`src/rtl/serial_add_ctrl.sv`:
```
// rtl/serial_add_ctrl.sv - bit-serial adder controller driving an external 1-bit full adder
//
// Sequences one shared single-bit full_adder cell over WIDTH cycles to add two
// WIDTH-bit operands LSB first, with a start/ready/done handshake.
//
// Ports:
//   clk, rst            rising-edge clock, synchronous active-high reset
//   start, a, b, cin    command strobe and operands, captured when ready=1
//   ready, busy, done   IDLE / RUN+DONE / one-cycle completion pulse
//   sum, cout, ovf      result, carry out, signed overflow; held until next accept
//   fa_a, fa_b, fa_i    operand and carry bits presented to the full adder
//   fa_s, fa_c          sum and carry returned combinationally by the full adder
module serial_add_ctrl #(
  parameter int unsigned WIDTH = 8
) (
  input  logic             clk,
  input  logic             rst,
  input  logic             start,
  input  logic [WIDTH-1:0] a,
  input  logic [WIDTH-1:0] b,
  input  logic             cin,
  output logic             ready,
  output logic             busy,
  output logic             done,
  output logic [WIDTH-1:0] sum,
  output logic             cout,
  output logic             ovf,
  output logic             fa_a,
  output logic             fa_b,
  output logic             fa_i,
  input  logic             fa_s,
  input  logic             fa_c
);

  localparam int unsigned CW = (WIDTH > 1) ? $clog2(WIDTH) : 1;
  localparam logic [CW-1:0] LAST_CNT = CW'(WIDTH - 1);

  typedef enum logic [1:0] {
    S_IDLE = 2'd0,
    S_RUN  = 2'd1,
    S_DONE = 2'd2
  } state_t;

  state_t           state_q;
  logic [WIDTH-1:0] a_sr_q;
  logic [WIDTH-1:0] b_sr_q;
  logic             carry_q;
  logic [CW-1:0]    cnt_q;
  logic [WIDTH-1:0] sum_q;
  logic [WIDTH-1:0] sum_d;
  logic             cout_q;
  logic             ovf_q;
  logic             ready_q;
  logic             busy_q;
  logic             done_q;
  logic             run;
  logic             last_bit;

  always_comb begin
    run      = (state_q == S_RUN);
    // Datapath inputs are gated so the shared adder sees zeros outside RUN.
    fa_a     = run & a_sr_q[0];
    fa_b     = run & b_sr_q[0];
    fa_i     = run & carry_q;
    // New sum bit enters at the MSB; written this way it also covers WIDTH=1.
    sum_d    = WIDTH'({fa_s, sum_q} >> 1);
    last_bit = (cnt_q == LAST_CNT);
  end

  always_ff @(posedge clk) begin
    if (rst) begin
      state_q <= S_IDLE;
      a_sr_q  <= '0;
      b_sr_q  <= '0;
      carry_q <= 1'b0;
      cnt_q   <= '0;
      sum_q   <= '0;
      cout_q  <= 1'b0;
      ovf_q   <= 1'b0;
      ready_q <= 1'b1;
      busy_q  <= 1'b0;
      done_q  <= 1'b0;
    end else begin
      case (state_q)
        S_IDLE: begin
          // Previous sum/cout/ovf stay visible until RUN overwrites them.
          if (start) begin
            a_sr_q  <= a;
            b_sr_q  <= b;
            carry_q <= cin;
            cnt_q   <= '0;
            state_q <= S_RUN;
            ready_q <= 1'b0;
            busy_q  <= 1'b1;
          end
        end
        S_RUN: begin
          sum_q   <= sum_d;
          a_sr_q  <= a_sr_q >> 1;
          b_sr_q  <= b_sr_q >> 1;
          carry_q <= fa_c;
          cnt_q   <= cnt_q + CW'(1);
          if (last_bit) begin
            // fa_i is the carry into the MSB on this cycle.
            cout_q  <= fa_c;
            ovf_q   <= fa_i ^ fa_c;
            state_q <= S_DONE;
            done_q  <= 1'b1;
          end
        end
        S_DONE: begin
          state_q <= S_IDLE;
          done_q  <= 1'b0;
          busy_q  <= 1'b0;
          ready_q <= 1'b1;
        end
        default: begin
          state_q <= S_IDLE;
          done_q  <= 1'b0;
          busy_q  <= 1'b0;
          ready_q <= 1'b1;
        end
      endcase
    end
  end

  assign ready = ready_q;
  assign busy  = busy_q;
  assign done  = done_q;
  assign sum   = sum_q;
  assign cout  = cout_q;
  assign ovf   = ovf_q;

endmodule

```
`config.mk`:
```
export PLATFORM = sky130hd
export DESIGN_NAME = serial_add_ctrl
export DESIGN_NICKNAME = d
export VERILOG_FILES = /design/src/rtl/serial_add_ctrl.sv
export SDC_FILE = /design/constraint.sdc
export NUM_CORES = 1
export LEC_CHECK = 0
export ABC_AREA = 1
export ABC_CLOCK_PERIOD_IN_PS = 1100
export CAP_MARGIN = 10
export CORE_MARGIN = 4
export CORE_UTILIZATION = 48
export CTS_CLUSTER_DIAMETER = 100
export CTS_CLUSTER_SIZE = 8
export DETAILED_ROUTE_END_ITERATION = 7
export HOLD_SLACK_MARGIN = 0.03
export PLACE_DENSITY = 0.81
export SYNTH_ARGS = -nofsm -noshare
export SYNTH_HDL_FRONTEND = slang
export SYNTH_SLANG_ARGS = --single-unit
export TNS_END_PERCENT = 10
```
`constraint.sdc`:
```
create_clock -name clk -period 1.1 [get_ports clk]
set_input_delay 0.165 -clock clk [delete_from_list [all_inputs] [get_ports clk]]
set_output_delay 0.165 -clock clk [all_outputs]
set_load 0.05 [all_outputs]
```
---- Word-level counts from Yosys, hierarchy flattened ----
Index checks and enable logic that the tools add are counted.
word-level totals
  register bits after elaboration ......... 35
  bits of input ports ..................... 22
  output and inout port bits .............. 16
  logic and storage cells ................. 46
operators by class
  add/sub/neg operators ................... 1
  equality and inequality tests ........... 4
  mux-type cells .......................... 17
  bitwise gates (word level) .............. 6
  reductions and logical operators ........ 7
operators by type and width
  cell                 count
  $pmux 8 s2           2
  $mux 8               2
  $reduce_and 2->1     5
  $pmux 1 s2           4
  $pmux 3 s2           1
  $mux 1               4
  $mux 2               2
  $pmux 2 s2           1
  $add 3x1->3 const B  1
  $and 1x1->1          3
  $eq 3x3->1 const B   1
  $mux 3               1
  $eq 2x1->1 const B   1
  $logic_not 2->1      1
  $ne 2x1->1 const B   1
  $ne 2x2->1 const B   1
  $not 1->1            2
  $reduce_bool 2->1    1
  $xor 1x1->1          1

---- Longest topological paths before layout ----
Gate-level depths: netlist (run 1).
  depth in word-level cells ............... 3
  gate-level depth with buffers ........... 7
  mapped depth without buffers ............ 6

---- Worst setup path after synthesis (run 1) ----
OpenSTA, ideal clock, no wires.
  path type ............................... flip-flop to output port
  start point ............................. register state_q[1]
  end point ............................... output fa_a
  arrival ................................. 1.265 ns
  required time ........................... 0.935 ns
  setup slack ............................. -0.330 ns
  cell stages (with the launch flop) ...... 5
  path buffers ............................ 1
  path through ............................ dfxtp_1 > inv_2 > nand2_2 > buf_2 > nor2_1
on the way
  word-level cells in the longest chain between the ends .. 2
ends and longest elaborated chain
  element                 line  text
  start, declared         44    state_t state_q;
  start signal, assigned  72    state_q <= S_IDLE;
  start signal, assigned  92    state_q <= S_RUN;
  start signal, assigned  107   state_q <= S_DONE;
  $eq 2x1->1              60    run = (state_q == S_RUN);
  $and 1x1->1             62    fa_a = run & a_sr_q[0];
  end, declared           28    output logic fa_a,
No other way between the ends.

---- Final worst setup path (run 1) ----
  start point ............................. register state_q[1]
  end point ............................... output fa_i
on the way
  word-level cells in the longest chain between the ends .. 2
ends and longest elaborated chain
  element        line  text
  $eq 2x1->1     60
  $and 1x1->1    64    fa_i = run & carry_q;
  end, declared  30    output logic fa_i,
No other way between the ends.

==> results of run 1 <==
## worst reg2reg max path, delay by kind of cell (launching register included)
kind                   cells  cell delay (ps)
flip-flops                 1              360
buffers and inverters      3              380
AND/OR/NAND/NOR            4              320
## logic make-up (layout without fill, tap and decap cells)
| logic type | count (synthesis) | count (layout) | synth area share [%] |
|---|---|---|---|
| fa+ha+maj | 2 | 2 | 1.607 |
| flops | 35 | 35 | 45.02 |
| buf+inv | 35 | 85 | 9.405 |
| xor+xnor | 1 | 1 | 0.5628 |
| compound gates | 14 | 14 | 4.662 |
| simple gates | 157 | 157 | 38.75 |
## state kept, by name, summed over array words and instances, names as in the netlist, 2 cells and up
signal	flops
a_sr_q	8
state_q	2
sum	8
cnt_q	3
b_sr_q	8
## power by group through the flow
stage / clock network (W) / logic (W) / registers (W)
floorplan: 0 / 0.000332 / 0.00153
global route: 0.000796 / 0.000932 / 0.00144
CTS: 0.000723 / 0.000808 / 0.00142
global placement: 0 / 0.000735 / 0.00145
detailed placement: 0 / 0.000747 / 0.00145
finish: 0.000730 / 0.000854 / 0.00143
## Yosys cell counts
library cell  number  area [sq um]
o21ai_1            2         10.01
buf_4              1         7.510
xor2_1             1         8.760
ha_1               2         25.02
o21a_1             1         7.510
a21oi_1            2         10.01
nor2_2             1         6.260
inv_1             22         82.58
buf_2              9         45.04
nor2_1            73         274.0
nand3_1            5         25.02
inv_2              3         11.26
dfxtp_1           35         700.7
o21ai_0            9         45.04
nand2_2            2         12.51
nand2_1           76         285.3
## per-stage QoR
stage	util, %	area (sq um)	TNS [ps]
6_report	79.72	2454	-945.8
5_1_grt	79.72	2454	-2552
4_1_cts	76.63	2359	-831.7
3_5_place_dp	71.14	2190	-6788
3_3_place_gp	71.14	2190	-5614
2_1_floorplan	-	1564	-333.7
## area by class of cell
type | instances | area [sq um] | share of cell area [%]
clock buffers | 5 | 37.54 | 1.530
clock inverters | 3 | 20.02 | 0.8159
inverters | 25 | 93.84 | 3.825
multi-input cells | 174 | 825.8 | 33.66
flip-flops and latches | 35 | 721.9 | 29.42
well taps | 44 | 55.05 | 2.244
repair buffers | 52 | 699.4 | 28.51
## timing repair
action | 4_1_cts | 5_1_grt
setup buffers | 4 | 1
gates resized for setup | 22 | 27
endpoints found under the setup margin | 25 | 44
pin swaps | 2 | 6
gates cloned | 1 | 0
## cell usage in the layout (no fill, tap or decap), drive strengths merged
cell type and n:
clkinv 1, dfxtp 35, buf 31, inv 25, clkinvlp 2, o21a 1
a21oi 2, nand2 78, clkbuf 5, nor2 74, xor2 1, clkdlybuf4s50 21
nand3 5, o21ai 11, ha 2
## routing by layer
layer  track usage, %  part of all wire (%)  vias up
met2            32.95                    52       39
met4            6.596                   1.6        0
li1                 -                     -      820
met5                0                     0        -
met1            21.02                    40      701
met3            6.932                   6.4        8
## worst max path at each step
stage               start   endpoint  cells past startpoint
2_1_floorplan  state_q[1]       fa_a                      4
3_3_place_gp        start    carry_q                      6
3_5_place_dp        start  a_sr_q[6]                      6
4_1_cts        state_q[1]       fa_i                      5
5_1_grt        state_q[1]       fa_i                      5
6_report       state_q[1]       fa_i                      5
==> flow_metrics.env, run 1 <==
export IMPL_power_total_w=0.003016
export IMPL_grt_max_degree=29
export IMPL_die_w_um=64.95
export IMPL_crit_arrival_ps=1210
export IMPL_p_comb_share_pct=28.3
export IMPL_area_growth_synth_to_final_pct=57.64
export IMPL_finalSetupViolations=9
export IMPL_antenna_cells=0
export IMPL_die_h_um=64.95
export IMPL_grt_total_usage_pct=18.92
export IMPL_cp_required_ps=940
export IMPL_p_leak_nw=1.138
export IMPL_power_frac_clock_pct=24.2
export IMPL_slowest_delay_ps=340
export IMPL_synth_area_per_cell_sq_um=6.379
export IMPL_core_area_sq_um=3078
export IMPL_worstSetupStartpointType="register"
export IMPL_grt_pass1_vias=1441
export IMPL_dpl_cell_count=324
export IMPL_ir_worst_vdd_v=0.001099
export IMPL_ios=38
export IMPL_syn_cell_area_sq_um=1556
export IMPL_r2r_slack_ps=-50
export IMPL_htreeDepth=2
export IMPL_grt_ovfl_total=0
export IMPL_cp_num_buf_inv=3
export IMPL_r2r_end="a_sr_q[0]"
export IMPL_yosysSeqAreaShare_pct=45.02
export IMPL_hold_path_end="b_sr_q[7]"
export IMPL_clock_skew_final_ps=14.84
export IMPL_antenna_found_initial=0
export IMPL_routedWlPerCell_um=11.55
export IMPL_yosysWarnings=0
export IMPL_p_per_area_nw_per_um2=1229
export IMPL_status="complete, but fails checks"
export IMPL_num_nets_final=317
export IMPL_fin_cells=338
export IMPL_dp_slack_ps=-256.3
export IMPL_viasPerCell=4.639
export IMPL_worstHoldPathType="in2reg"
export IMPL_dr_pass1_iters=4
export IMPL_clkLatencyLatePin_ps=370
export IMPL_rsz0062_at_grt="yes"
export IMPL_syn_instance_count=244
export IMPL_hold_viol_final=0
export IMPL_cpLargestDelayFamily="flip-flops"
export IMPL_cts_root_buf="clkbuf_4"
export IMPL_drc=0
export IMPL_cts_hold_buffers=0
export IMPL_finalCritPeriodShare_pct=125.4
export IMPL_dpl_hpwl_um=2325
export IMPL_n_fill_cell=202
export IMPL_fin_hold_ws_ps=383.2
export IMPL_violations="negative setup slack"
export IMPL_finalWirelength_um=3905
export IMPL_ys_seq_elements=35
export IMPL_via_count=1568
export IMPL_tightest_slew_ps=435.6
export IMPL_fin_ws_ps=-279.4
export IMPL_clkSlewWorstSetupHoldPaths_ps=130
export IMPL_worstHoldPathCells=3
export IMPL_post_route_min_period_ps=1379
export IMPL_critPathMaxFanout=4
export IMPL_num_rows=20
export IMPL_ant_nets=0
export IMPL_gp_congestion=0.7967
export IMPL_floorplan_die_area_sq_um=4218
export IMPL_slew_violations=0
export IMPL_grt_pass1_wl_um=6134
export IMPL_slowest_stage="dfxtp_2"
export IMPL_reg2reg_depth=7
export IMPL_r2r_start="state_q[1]"
export IMPL_max_cap_viol_count=0
export IMPL_clock_sinks=35
export IMPL_cts_tree="yes"
export IMPL_end_kind="output pin"
export IMPL_clockBufferDepth=2
export IMPL_cts_buffers=5
export IMPL_worstHoldStart="b[7]"
export IMPL_switching_share_pct=33.22
export IMPL_drt_initial_drc_count=113
export IMPL_io_buffers=37
export IMPL_power_switching_w=0.001002
export IMPL_pwr_share_seq_pct=47.5
export IMPL_slew_headroom_pct=70.92
export IMPL_start_util_pct=50.57
export IMPL_internal_power_w=0.002014
export IMPL_crit_chain="inv_2, nand2_4, buf_6, nor2_4, buf_12"
export IMPL_synth_nets=268
export IMPL_synth_distinct_cells=16
export IMPL_crit_type="reg2out"
export IMPL_drive_above_1_share_pct=26.87
export IMPL_fmax_ghz=0.7250
(Power assumes the default switching activity.)
==> run 2: changes to the inputs <==
- ABC_CLOCK_PERIOD_IN_PS: 1100 -> 1700
- CORE_UTILIZATION: 48 -> 52
- PLACE_DENSITY: 0.81 -> 0.86
- clock period: 1.1 -> 1.7 ns (I/O delays scaled with it)
==> flow_metrics.env, run 2 (synthesis gave the netlist of run 1 again) <==
export IMPL_drive_above_1_share_pct=12.41
export IMPL_clockBufferDepth=2
export IMPL_clkSlewWorstSetupHoldPaths_ps=100
export IMPL_ir_worst_vdd_v=0.0004907
export IMPL_io_buffers=37
export IMPL_mostFrequentLayoutCells="nand2_1, nor2_1, dfxtp_1"
export IMPL_gp_congestion=0.7935
export IMPL_finalSetupViolations=0
export IMPL_slowest_stage="dfxtp_1"
export IMPL_die_w_um=62.71
export IMPL_dp_slack_ps=229.4
export IMPL_final_util_pct=71.36
export IMPL_status="finished clean"
export IMPL_rsz0062_at_grt="no"
export IMPL_ios=38
export IMPL_cp_required_ps=1440
export IMPL_grt_pass1_wl_um=5595
export IMPL_power_switching_w=0.0005390
export IMPL_floorplan_die_area_sq_um=3933
export IMPL_area_growth_synth_to_final_pct=28.62
export IMPL_num_rows=19
export IMPL_die_h_um=62.71
export IMPL_fin_cells=313
export IMPL_cts_tree="yes"
export IMPL_slowest_delay_ps=420
export IMPL_worstSetupStartpointType="register"
export IMPL_pwr_share_seq_pct=52.5
export IMPL_start_util_pct=55.49
export IMPL_drt_initial_drc_count=58
export IMPL_max_cap_viol_count=0
export IMPL_dr_wl_met3_um=158
export IMPL_fmax_ghz=0.6639
export IMPL_p_comb_share_pct=24.2
export IMPL_dr_pass1_iters=4
export IMPL_slew_violations=0
export IMPL_htreeDepth=2
export IMPL_antenna_cells=0
export IMPL_wl_met1_um=1468
export IMPL_power_frac_clock_pct=23.3
export IMPL_highest_layer="met4"
export IMPL_core_area_sq_um=2805
export IMPL_power_total_w=0.001731
export IMPL_p_per_area_nw_per_um2=864.5
export IMPL_antenna_found_initial=0
export IMPL_switching_share_pct=31.15
export IMPL_num_nets_final=307
export IMPL_grt_pass1_vias=1342
export IMPL_clock_sinks=35
export IMPL_crit_type="reg2out"
export IMPL_via_count=1449
export IMPL_ant_nets=0
export IMPL_internal_power_w=0.001192
export IMPL_crit_arrival_ps=1250
export IMPL_critPathMaxFanout=16
export IMPL_fin_ws_ps=193.7
export IMPL_n_fill_cell=253
export IMPL_slew_headroom_pct=70.60
export IMPL_finalWirelength_um=3178
export IMPL_post_cts_buffers=0
export IMPL_crit_chain="nand2_4, nor2_2, buf_12"
export IMPL_end_kind="output pin"
export IMPL_grt_max_degree=29
export IMPL_fin_setup_tns_ps=0
export IMPL_clkLatencyLatePin_ps=340
export IMPL_worstHoldPathType="reg2reg"
export IMPL_p_leak_nw=1.002
export IMPL_post_route_min_period_ps=1506
export IMPL_viasPerCell=4.629
export IMPL_drc=0
export IMPL_routedWlPerCell_um=10.15
export IMPL_dpl_cell_count=307
export IMPL_hold_viol_final=0
export IMPL_grt_ovfl_total=0
export IMPL_tightest_slew_ps=440.3
export IMPL_finalCritPeriodShare_pct=88.60
export IMPL_wl_met2_um=1496
export IMPL_dpl_hpwl_um=2197
export IMPL_mostFrequentLayoutCell="nand2_1"
export IMPL_cts_buffers=5
export IMPL_clock_skew_final_ps=7.135
export IMPL_cts_root_buf="clkbuf_4"
export IMPL_grt_total_usage_pct=17.55
==> run 2: worst paths after layout <==
check / endpoint / slack (ps) / cells after the start / from
min: ready / 470 / 2 / ready
min reg2reg: ready / 470 / 2 / ready
max: fa_i / 190 / 3 / state_q[0]
max reg2reg: cout / 480 / 7 / state_q[0]
==> run 2: cell type report <==
cell class | instances | area (sq um) | share of cell area [%]
Timing Repair Buffer | 42 | 405.4 | 20.25
Clock buffer | 6 | 41.29 | 2.063
Sequential cell | 35 | 700.7 | 35.00
Tap cell | 31 | 38.79 | 1.938
Multi-Input combinational cell | 174 | 721.9 | 36.06
Inverter | 25 | 93.84 | 4.688
==> run 2: critical path, delay by kind of cell (launching register included) <==
family | cells | cell delay (ps)
flip-flops | 1 | 420
AND/OR/NAND/NOR | 2 | 330
buffers and inverters | 1 | 150
==> run 2: metal layers <==
layer / vias up / track usage (%)
li1: 799 / -
met1: 616 / 20.15
met2: 27 / 29.43
met3: 7 / 5.935
met4: 0 / 7.713
met5: - / 0
==> run 2: what timing repair did <==
item | CTS | global route
endpoints found under the setup margin | 0 | 3
gates resized for setup | 0 | 4
hold buffers | 0 | 0
==> run 2: through the flow <==
stage | hold WS [ps] | cell area, sq um
global route | 489.3 | 2002
floorplan | 324.1 | 1556
CTS | 471.4 | 1989
detailed placement | 453.7 | 1948
finish | 466.9 | 2002
global placement | 438.1 | 1948
==> run 2: power groups by stage <==
stage	registers [W]	clock network, W	logic [W]
2_1_floorplan	0.000992	0	0.000212
3_3_place_gp	0.000925	0	0.000410
3_5_place_dp	0.000928	0	0.000415
4_1_cts	0.000909	0.000414	0.000417
5_1_grt	0.000918	0.000455	0.000470
6_report	0.000909	0.000403	0.000419
==> run 3: changes to the inputs <==
- CORE_UTILIZATION: 52 -> 54
- CTS_BUF_LIST: not set -> sky130_fd_sc_hd__clkbuf_8
- PLACE_DENSITY: 0.86 -> 0.89
==> flow_metrics.env, run 3 (synthesis gave the netlist of run 1 again) <==
export IMPL_status="finished clean"
export IMPL_fin_hold_ws_ps=458.2
export IMPL_power_frac_clock_pct=30.9
export IMPL_clock_skew_final_ps=5.499
export IMPL_num_nets_final=310
export IMPL_post_route_min_period_ps=1504
export IMPL_ctsResizeCount=0
export IMPL_drc=0
export IMPL_p_comb_share_pct=21.9
export IMPL_switching_share_pct=29.12
export IMPL_drt_initial_drc_count=48
export IMPL_fmax_ghz=0.6650
export IMPL_rsz0062_at_grt="no"
export IMPL_htreeDepth=2
export IMPL_io_buffers=37
export IMPL_grt_total_usage_pct=18.89
export IMPL_ir_worst_vdd_v=0.0009194
export IMPL_start_util_pct=56.44
export IMPL_area_growth_synth_to_final_pct=32.23
export IMPL_drive_above_1_share_pct=12.94
export IMPL_worstSetupStartpointType="register"
export IMPL_clkSlewWorstSetupHoldPaths_ps=70
export IMPL_r2r_slack_ps=440
export IMPL_hold_viol_final=0
export IMPL_antenna_cells=0
export IMPL_crit_arrival_ps=1250
export IMPL_antenna_found_initial=0
export IMPL_slew_violations=0
export IMPL_floorplan_die_area_sq_um=3805
export IMPL_worstHoldPathType="reg2reg"
export IMPL_power_switching_w=0.0005608
export IMPL_cts_tree="yes"
export IMPL_routedWlPerCell_um=10.10
export IMPL_final_util_pct=74.64
export IMPL_end_kind="output pin"
export IMPL_viasPerCell=4.678
export IMPL_ant_nets=0
export IMPL_finalSetupViolations=0
export IMPL_grt_ovfl_total=0
export IMPL_dr_pass1_iters=4
export IMPL_n_fill_cell=227
export IMPL_die_w_um=61.69
export IMPL_via_count=1483
export IMPL_clockBufferDepth=2
export IMPL_ios=38
export IMPL_num_rows=19
export IMPL_fin_setup_tns_ps=0
export IMPL_finalWirelength_um=3203
export IMPL_slew_headroom_pct=78.94
export IMPL_dpl_cell_count=310
export IMPL_gp_congestion=0.8495
export IMPL_crit_type="reg2out"
export IMPL_internal_power_w=0.001365
export IMPL_p_per_area_nw_per_um2=935.6
export IMPL_cts_hold_buffers=0
export IMPL_cts_root_buf="clkbuf_8"
export IMPL_clock_sinks=35
export IMPL_grt_pass1_wl_um=5202
export IMPL_mostFrequentLayoutCell="nand2_1"
export IMPL_dpl_hpwl_um=2249
export IMPL_fin_cells=317
export IMPL_post_cts_buffers=0
export IMPL_cts_buffers=5
export IMPL_grt_max_degree=21
export IMPL_die_h_um=61.69
export IMPL_grt_pass1_vias=1250
export IMPL_critPathMaxFanout=9
export IMPL_clkLatencyLatePin_ps=280
export IMPL_core_area_sq_um=2758
export IMPL_pwr_share_seq_pct=47.2
export IMPL_mostFrequentLayoutCells="nand2_1, nor2_1, dfxtp_1"
export IMPL_finalCritPeriodShare_pct=88.45
export IMPL_cp_required_ps=1440
export IMPL_max_cap_viol_count=0
export IMPL_tightest_slew_ps=314.7
export IMPL_p_leak_nw=1.039
run 3: power by group through the flow:
stage,sequential [W],clock [W],combinational [W]
2_1_floorplan,0.000992,0,0.000212
3_3_place_gp,0.000925,0,0.000414
3_5_place_dp,0.000928,0,0.000421
4_1_cts,0.000909,0.000607,0.000424
5_1_grt,0.000916,0.000649,0.000472
6_report,0.000909,0.000596,0.000421
run 3: per-stage QoR:
stage               power, W  setup slack (ps)  cell area, sq um
global placement    0.001339             286.8              1971
global route        0.002037             119.9              2058
finish              0.001926             196.3              2058
floorplan           0.001204             179.9              1556
detailed placement  0.001348             217.1              1971
CTS                 0.001940             185.3              2058
run 3: path summary, 6_finish.rpt:
kind,from,to,cells after the start
max,state_q[0],fa_i,3
min,ready,ready,2
max reg2reg,state_q[0],a_sr_q[5],5
min reg2reg,ready,ready,2
run 3: worst max-delay path: stages, from the launching register on:
cell	delay, ps
dfxtp_1	400
nand2_2	170
nor2_1	220
buf_12	170
run 3: cell type report:
class                      count  area, sq um  area share, %
clock buffer                   6        82.58          4.012
clock inverter                 1        5.005         0.2432
inverter                      25        93.84          4.559
multi-input combinational    174        709.4          34.47
sequential                    35        700.7          34.04
tap                           31        38.79          1.885
timing repair buffer          45        427.9          20.79
run 3: layer usage:
layer  global-route usage (%)  part of all wire, %  up-vias
met4                    8.182                  1.8        0
li1                         -                    -      802
met3                    6.499                  6.3        6
met5                        0                    0        -
met1                    20.95                   43      644
met2                    32.59                   49       31
==> edit 1, RTL diff (settings of run 1) <==
Re-encode `state_t` (3 states) as one-hot, 3 bits wide.
--- a/src/rtl/serial_add_ctrl.sv
+++ b/src/rtl/serial_add_ctrl.sv
@@ -36,8 +36,8 @@
   localparam logic [CW-1:0] LAST_CNT = CW'(WIDTH - 1);
 
-  typedef enum logic [1:0] {
-    S_IDLE = 2'd0,
-    S_RUN  = 2'd1,
-    S_DONE = 2'd2
+  typedef enum logic [2:0] {
+    S_IDLE = 3'b001,
+    S_RUN  = 3'b010,
+    S_DONE = 3'b100
   } state_t;
 
Behaviour: same outputs for any inputs over 10 cycles, from zero or initial values and one cycle with rst high; not proved beyond that.
==> edit 1 against run 1 <==
The run still ends with setup timing left. Design area is 6.4% higher. Clock skew is 8.9 ps lower. Area after synthesis is 6.8% higher. Worst setup slack worse by 49 ps. Sequential cell count is 1 higher. Clock power is 11% lower. Combinational power is 16% lower. Total power is 6.5% lower. Routed wire length is 8.9% higher. Critical path type unchanged. Largest cell class unchanged.
==> edit 1: results (changes against run 1) <==
nets@finish 327 (+3.2%); R2R setup slack -130 ps (-80 ps); Worst Path Max Fanout 4 (unchanged); DR WL/cell 12.18 µm (+5.5%); Worst Setup Slack post-DPL -205.9 ps (+50.36 ps); root buffer cell clkbuf_4; Worst EP arrival 1260 ps (+50 ps); GP Congestion 0.7405 (-7.1%); layout cells sized above 1 0.2739 (+0.005220); Layout Skew 5.916 ps (-8.923 ps); final worst setup slack -328.0 ps (-48.59 ps); Final setup violation count 33 (+24); Synth Flop Type dfxtp_1; sequential area share after synthesis 0.4334 (-0.01675); first-pass GRT wire length 6900 µm (+12%); initial antenna violation count 0 (unchanged); top cells by area, synth dfxtp_1 (43%), nand2_1 (13%), nor2_1 (13%); Post-DP HPWL 2799 µm (+20%); pin count of the biggest net entering global routing 18 (-38%); Clock transition at path regs 100 ps (-30 ps); worst hold path class in -> reg; violated checks setup timing; Area after DPL 0.002380 mm² (+8.7%); Leakage 0.001192 µW (+4.7%); Port Buffer Count 37 (unchanged); slowest cell delay on critical path 350 ps; vias in the first global route 1,611 (+12%); clk_lat worst skew 340 ps (-30 ps); clk buf depth 2 (unchanged); synthesized net count 272 (+1.5%); status finished with violations; Critical Path Slowest Stage Cell dfxtp_2; antenna fix cells 0 (unchanged); Worst VDD drop 0.0009361 V (-15%); family with the most delay on the worst path flip-flops; actual slew at the worst max-slew pin 233.3 ps (-202.3 ps); top cells by count, synth nand2_1 (58), nor2_1 (57), dfxtp_1 (36); Yosys cell types 19 (+3); vias per cell 4.794 (+3.3%); GRT Overall Usage 0.2045 (+0.01529); CTS Buf Count 5 (unchanged); CTS H-tree depth 2 (unchanged); synth warn 0 (unchanged); hold_ws 407.1 ps (+23.95 ps); Iter 0 DRT Violations 108 (-4.4%); 1st-pass router iterations 4 (unchanged); ys async rst share 0 (unchanged)
-- edit 1: where the power goes --
part | switching [µW] | internal [µW]
clock | 418 | 235
sequential | 55.1 | 1390
combinational | 378 | 343
-- edit 1: area by class of cell --
type	instances	area (µm²)
Timing Repair Buffer	59	758.2
Sequential cell	36	739.5
Clock buffer	6	41.29
Clock inverter	1	5.005
Fill cell	218	726.9
Multi-Input combinational cell	174	902.1
Tap cell	46	57.56
Inverter	27	106.4
-- edit 1: cell families after synthesis --
logic type / count (synthesis) / synth area share
flip-flops: 36 / 0.4334
AO/OA/AOI/OAI: 19 / 0.05719
XOR/XNOR: 1 / 0.005268
buffers and inverters: 39 / 0.1031
adder cells (fa/ha/maj): 2 / 0.01505
AND/OR/NAND/NOR: 151 / 0.3860
-- edit 1: path summary, 6_finish.rpt --
kind,start,depth (start not counted),end
setup / recovery,state_q[0],5,fa_i
hold / removal,b[7],3,b_sr_q[7]
setup reg to reg,state_q[0],8,b_sr_q[4]
hold reg to reg,a_sr_q[4],2,a_sr_q[4]
-- edit 1: timing repair --
action,in CTS,in global routing
pin swaps,8,11
gates resized for setup,39,21
hold buffers,0,0
endpoints found under the setup margin,41,49
buffers inserted,3,1
gates cloned,0,1
-- edit 1: routing by layer --
metal / global-route usage / vias to the layer above / wire, µm
li1: - / 876 / -
met5: 0 / - / 0
met4: 0.08354 / 0 / 87
met3: 0.06071 / 8 / 262
met1: 0.2368 / 742 / 1777
met2: 0.3490 / 47 / 2125
-- edit 1: worst reg2reg max path, delay by kind of cell (launching register included) --
family	cells	cell delay, ps
buffers and inverters	2	270
flip-flops	1	350
AND/OR/NAND/NOR	6	520
-- edit 1: stage by stage --
step | power (µW) | cells | TNS, ps
detailed placement | 2101 | 339 | -5417
global placement | 2083 | 339 | -4660
floorplan | 1819 | 248 | -944.6
finish | 2820 | 349 | -3130
global route | 2985 | 349 | -6224
CTS | 2796 | 349 | -3642
==> edit 2, RTL diff (settings of run 1) <==
Without the edit above. `WIDTH`: 8 -> 16.
--- a/src/rtl/serial_add_ctrl.sv
+++ b/src/rtl/serial_add_ctrl.sv
@@ -12,5 +12,5 @@
 //   fa_s, fa_c          sum and carry returned combinationally by the full adder
 module serial_add_ctrl #(
-  parameter int unsigned WIDTH = 8
+  parameter int unsigned WIDTH = 16
 ) (
   input  logic             clk,
Ports: changed (resized a, b and sum); port bits go from 38 to 62. The function was not compared with the original's and may differ.
==> edit 2 against run 1 <==
The flow still finishes with violations (setup timing). Routed wire length rose by 80%. Area after synthesis rose by 74%. Design area rose by 67%. Sequential cell count rose by 25. Sequential share of layout area rose by 0.37 points. Worst setup slack improved by 17 ps. Core utilization fell by 5.5 points. Via count rose by 75%. Total power rose by 75%. Die area rose by 64%.
==> edit 2: results (changes against run 1) <==
sequential area share after synthesis 0.4430 (-0.007152); worst reg2reg path depth 8 (+1); M1 GR Usage 0.2462 (+0.03591); met2 wire length 3474 µm (+71%); nets@finish 514 (+62%); pin count of the biggest net entering global routing 38 (+31%); CTS Buf Count 9 (+4); sequential share of cell area 0.2979 (+0.003681); Worst Setup Slack post-DPL -299.2 ps (-42.96 ps); status finished with violations; Yosys cell types 22 (+6); Layout clock area frac 0.03827 (+0.01482); slowest cell delay on critical path 360 ps (+20 ps); final worst setup slack -262.3 ps (+17.11 ps); sink of the worst hold path a_sr_q[15]; top cells by area, synth dfxtp_1 (44%), nand3_1 (12%), nor2_1 (12%); Sink Count 60 (+71%); Port Buffer Count 61 (+65%); area of the multi-input gates 0.001266 mm² (+53%); filler instances 388 (+92%); switching share of power 0.2903 (-0.04190); post-CTS sizing 24 (+9.1%); vias per cell 4.998 (+7.7%); total setup buffers inserted after CTS 6 (+2); vias in the first global route 2,720 (+89%); setup_tns -4475 ps (-3529 ps); final WL 7045 µm (+80%); dpl cells 529 (+63%); Final setup violation count 51 (+42); root buffer cell clkbuf_8; violated checks setup timing; actual slew at the worst max-slew pin 297.9 ps (-137.7 ps); routed wl met3 452 µm (+80%); Non-clk bufs 89 (+71%); synthesized net count 438 (+63%); GRT Overall Usage 0.2158 (+0.02657); Leakage 0.001849 µW (+62%); clk_lat worst skew 340 ps (-30 ps); Mapped Area 0.002711 mm² (+74%); Clock transition at path regs 60 ps (-70 ps); number of signal-net inverters in the final layout 42 (+68%); DR WL/cell 12.81 µm (+11%); GP Congestion 0.8171 (+2.6%); R2R setup slack -140 ps (-90 ps); met2 GRT Util 0.3783 (+0.04878); area added between synthesis and finish 50.72%; Critical Path Slowest Stage Cell dfxtp_4; Worst VDD drop 0.001018 V (-7.4%); first-pass GRT wire length 12,250 µm (+100%); Iter 0 DRT Violations 284 (+150%); CTS H-tree depth 3 (+1)
## edit 2: cell count changes after synthesis, moves of 3 or more
cell | run 1 | this run
o21ai_0 | 9 | 21
nor2_1 | 73 | 88
nand2_1 | 76 | 84
buf_4 | 1 | 5
nand3_1 | 5 | 66
a21oi_1 | 2 | 5
buf_6 | 0 | 3
dfxtp_1 | 35 | 60
inv_1 | 22 | 41
clkbuf_1 | 0 | 5
## edit 2: power groups by stage
stage | Combinational, µW | Sequential [µW] | Clock (µW)
finish | 1210 | 2420 | 1650
global route | 1310 | 2430 | 1770
CTS | 1210 | 2410 | 1670
detailed placement | 1140 | 2460 | 0
global placement | 1110 | 2450 | 0
floorplan | 463 | 2580 | 0
## edit 2: kinds of logic after synthesis
kind of cell	synth area share
xor gates and xnor gates	0.003231
DFF	0.4430
buffers and inverters	0.1167
and+or+nand+nor	0.3844
adders and majority gates	0.004614
AOI/OAI and AO/OA	0.04799
